<file path="config.mk">
export PLATFORM = sky130hd
export DESIGN_NAME = switch_debounce
export DESIGN_NICKNAME = d
export VERILOG_FILES = /design/src/rtl/debounce_pkg.sv /design/src/rtl/sync_ff.sv /design/src/rtl/switch_debounce.sv
export SDC_FILE = /design/constraint.sdc
export NUM_CORES = 1
export LEC_CHECK = 0
export ABC_AREA = 1
export BUFFER_PORTS_ARGS = -buffer_cell sky130_fd_sc_hd__buf_2
export CAP_MARGIN = 20
export CORE_UTILIZATION = 64
export CTS_CLUSTER_SIZE = 16
export DETAILED_ROUTE_END_ITERATION = 8
export PLACE_DENSITY = 0.93
export RECOVER_POWER = 50
export REMOVE_ABC_BUFFERS = 1
export SLEW_MARGIN = 40
export SYNTH_ARGS = -nofsm -noshare
export SYNTH_HDL_FRONTEND = slang
export SYNTH_SLANG_ARGS = --single-unit
</file>
<file path="constraint.sdc">
create_clock -name i_Clk -period 2.65 [get_ports i_Clk]
set_clock_uncertainty 0.05 [all_clocks]
set_input_delay 0.1325 -clock i_Clk [delete_from_list [all_inputs] [get_ports i_Clk]]
set_output_delay 0.1325 -clock i_Clk [all_outputs]
set_load 0.02 [all_outputs]
</file>
<file path="src/rtl/debounce_pkg.sv">
// Shared definitions for the switch debouncer: FSM state encoding and board defaults.
// Imported by every file of the debounce block.
package debounce_pkg;

    typedef enum logic [1:0] {
        STABLE_LO = 2'b00,
        COUNT_HI  = 2'b01,
        STABLE_HI = 2'b10,
        COUNT_LO  = 2'b11
    } state_e;

    // 10 ms of stability at the 25 MHz board clock.
    localparam int unsigned DEFAULT_DEBOUNCE_LIMIT = 250000;
    localparam int unsigned DEFAULT_SYNC_STAGES    = 2;

endpackage : debounce_pkg

</file>
<file path="src/rtl/sync_ff.sv">
// Multi-stage flop synchroniser for asynchronous pad inputs; all stages reset to zero.
// Generic in width so other pad inputs can share it.
module sync_ff
    import debounce_pkg::*;
#(
    parameter int unsigned WIDTH  = 1,
    parameter int unsigned STAGES = DEFAULT_SYNC_STAGES
) (
    input  logic             clk_i,
    input  logic             rst_ni,
    input  logic [WIDTH-1:0] d_i,
    output logic [WIDTH-1:0] q_o
);

    logic [WIDTH-1:0] stage_q [STAGES];

    // NOTE: the stage array is a handful of flops, not a RAM, so every entry is reset; a
    // true memory would be left unreset and initialised by its users instead.
    always_ff @(posedge clk_i or negedge rst_ni) begin
        if (!rst_ni) begin
            for (int i = 0; i < int'(STAGES); i++) begin
                stage_q[i] <= '0;
            end
        end else begin
            stage_q[0] <= d_i;
            for (int i = 1; i < int'(STAGES); i++) begin
                stage_q[i] <= stage_q[i-1];
            end
        end
    end

    assign q_o = stage_q[STAGES-1];

endmodule : sync_ff

</file>
<file path="src/rtl/switch_debounce.sv">
// Bouncing board switch conditioner: synchroniser, stability-timer FSM, registered
// level output and one-cycle press/release strobes.
module switch_debounce
    import debounce_pkg::*;
#(
    parameter int unsigned DEBOUNCE_LIMIT = DEFAULT_DEBOUNCE_LIMIT,
    parameter int unsigned SYNC_STAGES    = DEFAULT_SYNC_STAGES
) (
    input  logic i_Clk,
    input  logic i_Rst_n,
    input  logic i_Switch,
    output logic o_Switch,
    output logic o_Press,
    output logic o_Release,
    output logic o_Busy
);

    localparam int unsigned      CNT_W    = $clog2(DEBOUNCE_LIMIT);
    localparam logic [CNT_W-1:0] CNT_ONE  = CNT_W'(1);
    localparam logic [CNT_W-1:0] CNT_LAST = CNT_W'(DEBOUNCE_LIMIT - 1);

    logic             sync_q;
    state_e           state_q;
    logic [CNT_W-1:0] cnt_q;
    logic             switch_q;
    logic             press_q;
    logic             release_q;
    logic             busy_q;

    sync_ff #(
        .WIDTH  (1),
        .STAGES (SYNC_STAGES)
    ) u_sync (
        .clk_i  (i_Clk),
        .rst_ni (i_Rst_n),
        .d_i    (i_Switch),
        .q_o    (sync_q)
    );

    // The counter only runs inside COUNT_* and tops out at CNT_LAST, so it never wraps;
    // every state change clears or reloads it.
    // NOTE: all state here is updated with non-blocking assignments so every register in
    // this block reads the pre-edge value of the others, whatever the statement order.
    always_ff @(posedge i_Clk or negedge i_Rst_n) begin
        if (!i_Rst_n) begin
            state_q   <= STABLE_LO;
            cnt_q     <= '0;
            switch_q  <= 1'b0;
            press_q   <= 1'b0;
            release_q <= 1'b0;
            busy_q    <= 1'b0;
        end else begin
            press_q   <= 1'b0;
            release_q <= 1'b0;
            unique case (state_q)
                STABLE_LO: begin
                    if (sync_q) begin
                        state_q <= COUNT_HI;
                        cnt_q   <= CNT_ONE;
                        busy_q  <= 1'b1;
                    end
                end
                COUNT_HI: begin
                    if (!sync_q) begin
                        state_q <= STABLE_LO;
                        cnt_q   <= '0;
                        busy_q  <= 1'b0;
                    end else if (cnt_q == CNT_LAST) begin
                        state_q  <= STABLE_HI;
                        cnt_q    <= '0;
                        busy_q   <= 1'b0;
                        switch_q <= 1'b1;
                        press_q  <= 1'b1;
                    end else begin
                        cnt_q <= cnt_q + CNT_ONE;
                    end
                end
                STABLE_HI: begin
                    if (!sync_q) begin
                        state_q <= COUNT_LO;
                        cnt_q   <= CNT_ONE;
                        busy_q  <= 1'b1;
                    end
                end
                COUNT_LO: begin
                    if (sync_q) begin
                        state_q <= STABLE_HI;
                        cnt_q   <= '0;
                        busy_q  <= 1'b0;
                    end else if (cnt_q == CNT_LAST) begin
                        state_q   <= STABLE_LO;
                        cnt_q     <= '0;
                        busy_q    <= 1'b0;
                        switch_q  <= 1'b0;
                        release_q <= 1'b1;
                    end else begin
                        cnt_q <= cnt_q + CNT_ONE;
                    end
                end
            endcase
        end
    end

    assign o_Switch  = switch_q;
    assign o_Press   = press_q;
    assign o_Release = release_q;
    assign o_Busy    = busy_q;

endmodule : switch_debounce

</file>
==> impl_metrics.csv <==
group,metric,value,unit
synth,yosys.area.top_type,"dfrtp_1",
setup_path,arrival,1.71,ns
sta,maxSlewHeadroom,11.6,%
floorplanning,io-pin-count,7,
cts,hold_buffers,2,
global_route,grt_pass1_vias,1204,
floorplanning,chipHeight,50.4,µm
synth,synth_cells,190,
cts,clock-root-buffer,"clkbuf_4",
setup_path,worstPathMaxFanout,7,
synth,ys_ff_latch,26,
final_layout,final_util,73.8,%
setup_path,r2r_start,"cnt_q[0]",
global_route,grt_max_degree,27,
flow_run,cap_violations,0,
pwr,p_leak,0.748,nW
sta,period_share,58.1,%
setup_path,startpoint_type,"flip-flop",
synth,synth_top_area_share,43.5,%
setup_path,r2r_cells,8,
synth,ys_top_cells_by_area,"dfrtp_1 43%, nand2_1 12%, nor2_1 6.3%, nand3_1 5.7%, inv_1 4.5%",
floorplanning,core_area,2210,µm²
setup_path,reg2reg_to,"cnt_q[3]",
route,vias,1284,
final_layout,n_antenna_cell,0,
place,gp_congestion,0.909,
cts,cts_resized,0,
global_route,antenna_found_initial,0,
cts,cts.htree.levels,1,
route,wl_per_cell,13.0,µm
pwr,powerDensity,497,nW/µm²
synth,netlist_area,1500,µm²
sta,setup_viol_count_final,0,
route,first_iter_violations,59,
global_route,grt_usage,27.5,%
place,dp_hpwl,2270,µm
floorplanning,die_w,50.4,µm
worst_hold_path,hold_end,"u_sync.q_o",
worst_hold_path,hp-class,"reg -> reg",
outcome,outcome,"complete, no violations",
route,via_per_inst,5.58,
final_layout,final_nets,207,
global_route,grt-ovfl-total,0,
floorplanning,dieArea,2540,µm²
sta,hold_ws,0.331,ns
sta,tns,0,ns
cts,clkSlewWorstSetupHoldPaths,0.14,ns
setup_path,cp-end-kind,"flip-flop",
synth,yosysSeqAreaShare,43.5,%
place,dp_cells,224,
route,drc_errors,0,
cts,cts_tree,"yes",
worst_hold_path,hold_start,"u_sync.stage_q[1]",
pwr,power,0.000812,W
cts,cts_setup_buffers,0,
cts,cts_buffers,3,
cts,clock_latency,0.32,ns
sta,hold_viol,0,
floorplanning,rows,17,
place,port-buffer-count,6,
final_layout,fin_cells,230,
final_layout,drive_above_1_share,18.8,%
route,drt_first_pass_iters,4,
cts,cts.sinks,26,
sta,rsz0062_at_grt,"no",
pwr,ir_worst_vdd,0.000537,V
global_route,grt_pass1_wl,5160,µm
worst_hold_path,holdPathStages,0,
sta,max_freq,650,MHz
setup_path,required,2.82,ns
setup_path,r2r_setup_slack,1.11,ns
setup_path,crit_type,"reg -> reg",
synth,yosysWarnings,0,
route,ant_nets,0,
synth,syn_area_per_cell,7.88,µm²
cts,clk_path_buf_depth,2,
sta,fin_crit,1.54,ns
floorplanning,floorplan.initialDensity,67.6,%
route,wirelength,2990,µm
synth,synth_cell_type_count,27,
final_layout,area_growth,9.11,%
sta,tightest_slew,1.33,ns
sta,drv_slew,0,
-- state kept, by name, indices dropped and copies added (netlist names), named ones only --
signal / flops
o_Busy: 1
u_sync.q_o: 1
o_Switch: 1
u_sync.stage_q: 1
o_Press: 1
state_q: 1
o_Release: 1
cnt_q: 18
-- final cells by class --
type | instances | area, µm²
clock buffers | 3 | 22.5
clock inverters | 1 | 30.0
fillers | 152 | 579
inverters | 25 | 104
multi-input cells | 139 | 742
flip-flops and latches | 26 | 651
well taps | 28 | 35.0
repair buffers | 8 | 48.8
-- Yosys cell counts, drive strengths merged --
| library cell | number |
|---|---|
| nand3b | 2 |
| a22oi | 1 |
| nand4 | 3 |
| o21ai | 7 |
| dfrtp | 26 |
| clkinv | 1 |
| nand3 | 21 |
| a21oi | 3 |
| nor2 | 36 |
| ha | 1 |
| o21bai | 3 |
| nand2 | 54 |
| xor2 | 5 |
| o31ai | 1 |
| inv | 24 |
| nor3 | 2 |
-- how the worst max path moves through the flow --
stage	startpoint	to	slack, ns	depth (start not counted)
floorplan	cnt_q[0]	cnt_q[7]	1.29	8
detailed placement	cnt_q[0]	cnt_q[3]	1.17	8
global placement	cnt_q[0]	cnt_q[7]	1.23	8
finish	cnt_q[0]	cnt_q[3]	1.11	8
global route	i_Rst_n	state_q[0]	0.86	2
CTS	cnt_q[0]	cnt_q[9]	1.13	8
-- through the flow --
| step | setup slack (ns) | area, µm² |
|---|---|---|
| after global routing | 0.858 | 1630 |
| final | 1.11 | 1630 |
| after CTS | 1.13 | 1630 |
| after detailed placement | 1.17 | 1560 |
| after floorplan | 1.29 | 1500 |
| after global placement | 1.23 | 1560 |
-- layer usage --
metal	global-route usage, %	vias to the layer above	part of all wire [%]
li1	-	626	-
met1	35.3	582	40
met2	46.4	60	50
met3	4.24	16	6.2
met4	10.6	0	3.0
met5	0	-	0
-- layout by cell type, fill, tap and decap left out, types with 2 or more instances in the layout --
| cell type | count |
|---|---|
| o21bai_1 | 3 |
| nand2_4 | 2 |
| inv_6 | 2 |
| xor2_1 | 5 |
| dlygate4sd3_1 | 2 |
| nand3_1 | 17 |
| o21ai_1 | 3 |
| o21ai_0 | 4 |
| nand3_2 | 3 |
| dfrtp_1 | 26 |
| a21oi_1 | 3 |
| nor2_2 | 8 |
| nand3b_1 | 2 |
| inv_1 | 18 |
| inv_2 | 4 |
| clkbuf_4 | 3 |
| nor2_4 | 2 |
| nand4_1 | 3 |
| buf_2 | 5 |
| nand2_1 | 47 |
| nor2_1 | 25 |
| nand2_2 | 5 |
-- worst max-delay path, cell delays in order (launching register included) --
cell	delay (ns)
dfrtp_1	0.44
ha_1	0.20
nand3_2	0.13
nor3_2	0.15
nand2_2	0.12
nand2_4	0.11
nand2_4	0.10
inv_6	0.11
nor2_2	0.04
-- report_power, final --
part,switching (W),total [W],internal (W)
sequential,0.0000188,0.000432,0.000414
combinational,0.0000731,0.000107,0.0000336
clock,0.000120,0.000273,0.000153
total,0.000212,0.000812,0.000600
-- kinds of logic after synthesis --
kind of cell | after synthesis | share of synthesized area (%)
xor+xnor | 5 | 2.93
flops | 26 | 43.5
simple gates | 118 | 40.0
fa+ha+maj | 1 | 0.836
buf+inv | 25 | 6.94
compound gates | 15 | 5.85
Note: power is estimated with default switching activity, not from simulation.
